==> src/rtl/serial_adder_pkg.sv <==
// Shared definitions for the bit-serial adder: FSM encoding and width limits.
package serial_adder_pkg;

   localparam int unsigned SA_MAX_WIDTH = 32;
   localparam int unsigned ST_W         = 2;

   localparam logic [ST_W-1:0] ST_IDLE = 2'd0;
   localparam logic [ST_W-1:0] ST_RUN  = 2'd1;
   localparam logic [ST_W-1:0] ST_DONE = 2'd2;

endpackage

==> src/rtl/serial_adder_if.sv <==
// Request/result bundle of the bit-serial adder.
interface serial_adder_if #(
   parameter int unsigned WIDTH = 8
);

   logic             start;
   logic [WIDTH-1:0] a;
   logic [WIDTH-1:0] b;
   logic             cin;
   logic             busy;
   logic             done;
   logic [WIDTH-1:0] sum;
   logic             cout;

   modport master (
      output start, a, b, cin,
      input  busy, done, sum, cout
   );

   modport slave (
      input  start, a, b, cin,
      output busy, done, sum, cout
   );

endinterface

==> src/rtl/serial_adder_fa_bit.sv <==
// Combinational 1-bit full-adder cell shared by every bit position.
module fa_bit (
   input  logic a,
   input  logic b,
   input  logic ci,
   output logic s,
   output logic co
);

   assign s  = a ^ b ^ ci;
   assign co = (a & b) | (ci & (a ^ b));

endmodule

==> src/rtl/serial_adder.sv <==
// Bit-serial WIDTH-bit adder: one full-adder cell, LSB first, one bit per clock,
// with the carry registered between bits.
module serial_adder
   import serial_adder_pkg::*;
#(
   parameter int unsigned WIDTH = 8
) (
   input  logic           clk,
   input  logic           rst_n,
   serial_adder_if.slave  bus
);

   localparam int unsigned CNT_W = $clog2(WIDTH);

   logic [ST_W-1:0]  state;
   logic [ST_W-1:0]  state_next;
   logic [WIDTH-1:0] sa;
   logic [WIDTH-1:0] sb;
   logic [WIDTH-1:0] acc;
   logic             carry;
   logic [CNT_W-1:0] cnt;
   logic             accept_c;
   logic             last_c;
   logic             s_c;
   logic             c_c;

   fa_bit u_fa (
      .a  (sa[0]),
      .b  (sb[0]),
      .ci (carry),
      .s  (s_c),
      .co (c_c)
   );

   // Next-state: start is only honoured when no operation is in flight.
   always_comb begin
      state_next = state;
      accept_c   = bus.start && ((state == ST_IDLE) || (state == ST_DONE));
      last_c     = (state == ST_RUN) && (cnt == CNT_W'(WIDTH - 1));
      case (state)
         ST_IDLE: if (bus.start) state_next = ST_RUN;
         ST_RUN:  if (last_c)    state_next = ST_DONE;
         ST_DONE: state_next = bus.start ? ST_RUN : ST_IDLE;
         default: state_next = ST_IDLE;
      endcase
   end

   always_ff @(posedge clk) begin
      if (!rst_n) state <= ST_IDLE;
      else        state <= state_next;
   end

   // Datapath; the result word only updates on the final bit so it never shows partial sums.
   always_ff @(posedge clk) begin
      if (!rst_n) begin
         sa       <= '0;
         sb       <= '0;
         acc      <= '0;
         carry    <= 1'b0;
         cnt      <= '0;
         bus.busy <= 1'b0;
         bus.done <= 1'b0;
         bus.sum  <= '0;
         bus.cout <= 1'b0;
      end else begin
         bus.busy <= (state_next == ST_RUN);
         bus.done <= (state_next == ST_DONE);
         if (accept_c) begin
            sa    <= bus.a;
            sb    <= bus.b;
            carry <= bus.cin;
            cnt   <= '0;
            acc   <= '0;
         end else if (state == ST_RUN) begin
            sa    <= sa >> 1;
            sb    <= sb >> 1;
            acc   <= {s_c, acc[WIDTH-1:1]};
            carry <= c_c;
            cnt   <= cnt + CNT_W'(1);
         end
         if (last_c) begin
            bus.sum  <= {s_c, acc[WIDTH-1:1]};
            bus.cout <= c_c;
         end
      end
   end

endmodule

==> src/flat_wrapper.sv <==
// flat-port wrapper written by rule: the top's interface ports become plain ports
module serial_adder_flat import serial_adder_pkg::*;
#(
   parameter int unsigned WIDTH = 8
)
  (clk, rst_n, bus_start, bus_a, bus_b, bus_cin, bus_busy, bus_done, bus_sum, bus_cout);
  serial_adder_if #(.WIDTH(WIDTH)) bus_i ();
  input  logic clk;
  input  logic rst_n;
  input wire logic [$bits(bus_i.start)-1:0] bus_start;
  input wire logic [$bits(bus_i.a)-1:0] bus_a;
  input wire logic [$bits(bus_i.b)-1:0] bus_b;
  input wire logic [$bits(bus_i.cin)-1:0] bus_cin;
  output wire logic [$bits(bus_i.busy)-1:0] bus_busy;
  output wire logic [$bits(bus_i.done)-1:0] bus_done;
  output wire logic [$bits(bus_i.sum)-1:0] bus_sum;
  output wire logic [$bits(bus_i.cout)-1:0] bus_cout;
  assign bus_i.start = bus_start;
  assign bus_i.a = bus_a;
  assign bus_i.b = bus_b;
  assign bus_i.cin = bus_cin;
  assign bus_busy = bus_i.busy;
  assign bus_done = bus_i.done;
  assign bus_sum = bus_i.sum;
  assign bus_cout = bus_i.cout;
  serial_adder #(.WIDTH(WIDTH)) u_core (.clk(clk), .rst_n(rst_n), .bus(bus_i));
endmodule
==> config.mk <==
export PLATFORM = sky130hd
export DESIGN_NAME = serial_adder_flat
export DESIGN_NICKNAME = d
export VERILOG_FILES = /design/src/rtl/serial_adder_pkg.sv /design/src/rtl/serial_adder_if.sv /design/src/rtl/serial_adder_fa_bit.sv /design/src/rtl/serial_adder.sv /design/src/flat_wrapper.sv
export SDC_FILE = /design/constraint.sdc
export NUM_CORES = 1
export LEC_CHECK = 0
export ABC_AREA = 1
export CORE_MARGIN = 5
export CORE_UTILIZATION = 55
export CTS_CLUSTER_DIAMETER = 60
export CTS_CLUSTER_SIZE = 14
export DETAILED_ROUTE_END_ITERATION = 10
export PLACE_DENSITY = 0.88
export SETUP_SLACK_MARGIN = 0.15
export SLEW_MARGIN = 25
export SYNTH_ARGS = -nofsm -noshare
export SYNTH_HDL_FRONTEND = slang
export SYNTH_SLANG_ARGS = --single-unit
==> constraint.sdc <==
create_clock -name clk -period 3.5 [get_ports clk]
set_input_delay 0.7 -clock clk [delete_from_list [all_inputs] [get_ports clk]]
set_output_delay 0.7 -clock clk [all_outputs]
set_load 0.01 [all_outputs]
==> reports/metrics.yaml <==
outcome: "finished clean"
grt_usage: 0.183
grt_pass1_wl_um: 6020
crit_arrival_ns: 2.53
grt_pass1_vias: 1411
routed.top_layer: "met4"
grt_max_degree: 27
htreeDepth: 2
post-route-period-util: 0.643
vias: 1567
cp_data_required_time_ns: 3.78
cp_max_fo: 20
core_um2: 3030
yosys_warnings: 0
worstMarginPinSlew_ns: 0.628
synth-seq-cells: 40
seq_area_um2: 801
synth.avg_cell_area_um2: 7.39
holdCritPathClass: "reg2reg"
die_area_um2: 4350
area_growth_pct: 21.9
ys_seq_area_frac: 0.465
ys_async_sr_fraction: 0
met3_length_um: 117
path_clk_slew_ns: 0.11
clock_latency_ns: 0.35
setup_tns_ns: 0
place.gp.congestion: 0.788
yosys.area.top_type_share: 0.465
cts_hold_buf: 0
muxShareOfSynthArea: 0
synth_compound_gate_area_share: 0.113
fin_skew_ns: 0.0129
syn_nets: 256
synthCells: 233
cts_tree: "done"
met2WireLength_um: 1690
r2r_start: "u_core.state[0]"
whs_ns: 0.477
clockRootBuffer: "clkbuf_4"
clock.fmax_ghz: 0.444
num-nets-final: 286
rows: 20
layout_commonest_cell: "nand2_1"
worstHoldStart: "u_core.acc[3]"
drv_cap: 0
finalMaxSlewViolations: 0
synth_area_um2: 1720
fp.dieH_um: 66.0
rsz0062_at_grt: "false"
synthSimpleGateAreaFrac: 0.276
drive_gt1_frac: 0.0758
ant_nets: 0
synth_area_leaders: "dfxtp_1, nand2_1, nor2_1, inv_1, o21ai_0"
cts_buffer_depth: 2
setup_violations: 0
overflow: 0
initial_core_util: 0.569
synth_adder_area_share: 0.0262
post_cts_buffers: 0
via_per_inst: 5.09
io_pins: 31
cts_buffers: 5
synth_top_family_by_area: "simple AND/OR/NAND/NOR gates"
final_cell_mix: "nand2_1, dfxtp_1, nor2_1"
num_antenna_cells: 0
dr.pass1.iters: 4
synthXorXnorAreaFrac: 0.00509
cts.sinks: 40
startpoint_type: "input port"
worstSetupEndpointType: "flop"
leakage_nw: 0.981
synth_cell_types: 23
yosys.area.top_type: "dfxtp_1"
peakVddDrop_mv: 0.332
hpwl_um: 2490
period_minus_slack_ns: 2.25
relSlewSlack: 0.580
io_buffers: 30
ys.flop_type: "dfxtp_1"
drc: 0
drtIter0Drc: 111
antenna_found_initial: 0
setup.worst_path.class: "in2reg"
startpoint: "rst_n"
cts_resized: 0
synth-edff-count: 0
die_w_um: 66.0
wire_per_inst_um: 11.6
n_fill_cell: 242
multiInputGateArea_um2: 724
wl_um: 3560
hold_viol_final: 0
wirelength_met1_um: 1640
power_per_cell_area_nw_per_um2: 438
Yosys cell counts (2+ instances only):
cell	count
nand2_1	48
dfxtp_1	40
nor2_1	33
inv_1	31
o21ai_0	21
nand3_1	18
a21oi_1	16
inv_2	4
buf_4	3
nor2_4	3
buf_6	2
ha_1	2
nand2_4	2
state kept, by name, summed over array words and instances, names as in the netlist:
signal	cells
u_core.sa	8
u_core.sb	8
u_core.cnt	3
u_core.bus.busy	1
u_core.bus.cout	1
u_core.bus.sum	8
u_core.acc	7
u_core.bus.done	1
u_core.carry	1
u_core.state	2
layer usage:
layer | vias up | GRT usage
met5 | - | 0
met4 | 0 | 0.114
li1 | 789 | -
met1 | 721 | 0.224
met3 | 14 | 0.0374
met2 | 43 | 0.294
through the flow:
stage | instances | area, µm² | setup WS (ns) | utilization | power [W]
6_report | 308 | 2100 | 1.25 | 0.693 | 0.000918
5_1_grt | 308 | 2100 | 1.13 | 0.693 | 0.000964
4_1_cts | 308 | 2100 | 1.25 | 0.693 | 0.000922
3_5_place_dp | 300 | 2020 | 0.891 | 0.668 | 0.000632
3_3_place_gp | 300 | 2020 | 0.943 | 0.668 | 0.000626
2_1_floorplan | 233 | 1720 | 2.18 | - | 0.000593
worst paths after layout:
kind	cells after the start	endpoint	slack, ns
setup / recovery	5	u_core.acc[3]	1.25
hold / removal	2	u_core.acc[2]	0.48
setup reg to reg	5	u_core.bus.sum[2]	1.86
hold reg to reg	2	u_core.acc[2]	0.48
kinds of logic after synthesis:
family,Yosys count
compound gates,38
simple gates,107
xor+xnor,1
buf+inv,44
flops,40
fa+ha+maj,3
area by class of cell:
| type | count | share of cell area |
|---|---|---|
| multi-input cells | 149 | 0.345 |
| well taps | 44 | 0.0262 |
| inverters | 37 | 0.0674 |
| repair buffers | 30 | 0.143 |
| flip-flops and latches | 40 | 0.382 |
| clock buffers | 6 | 0.0197 |
| clock inverters | 2 | 0.0167 |
power breakdown:
part           leakage (nW)  internal, W  switching [W]
Sequential            0.327     0.000480      0.0000176
Combinational         0.611    0.0000531      0.0000719
Clock                0.0422     0.000150       0.000146
critical path, cell delays in order:
cell and delay (ns):
clkdlybuf4s50_1 0.87, clkinv_1 0.44, nor2_2 0.29, o21ai_0 0.12, a21oi_1 0.11
Power figures use the tool's default switching activity.
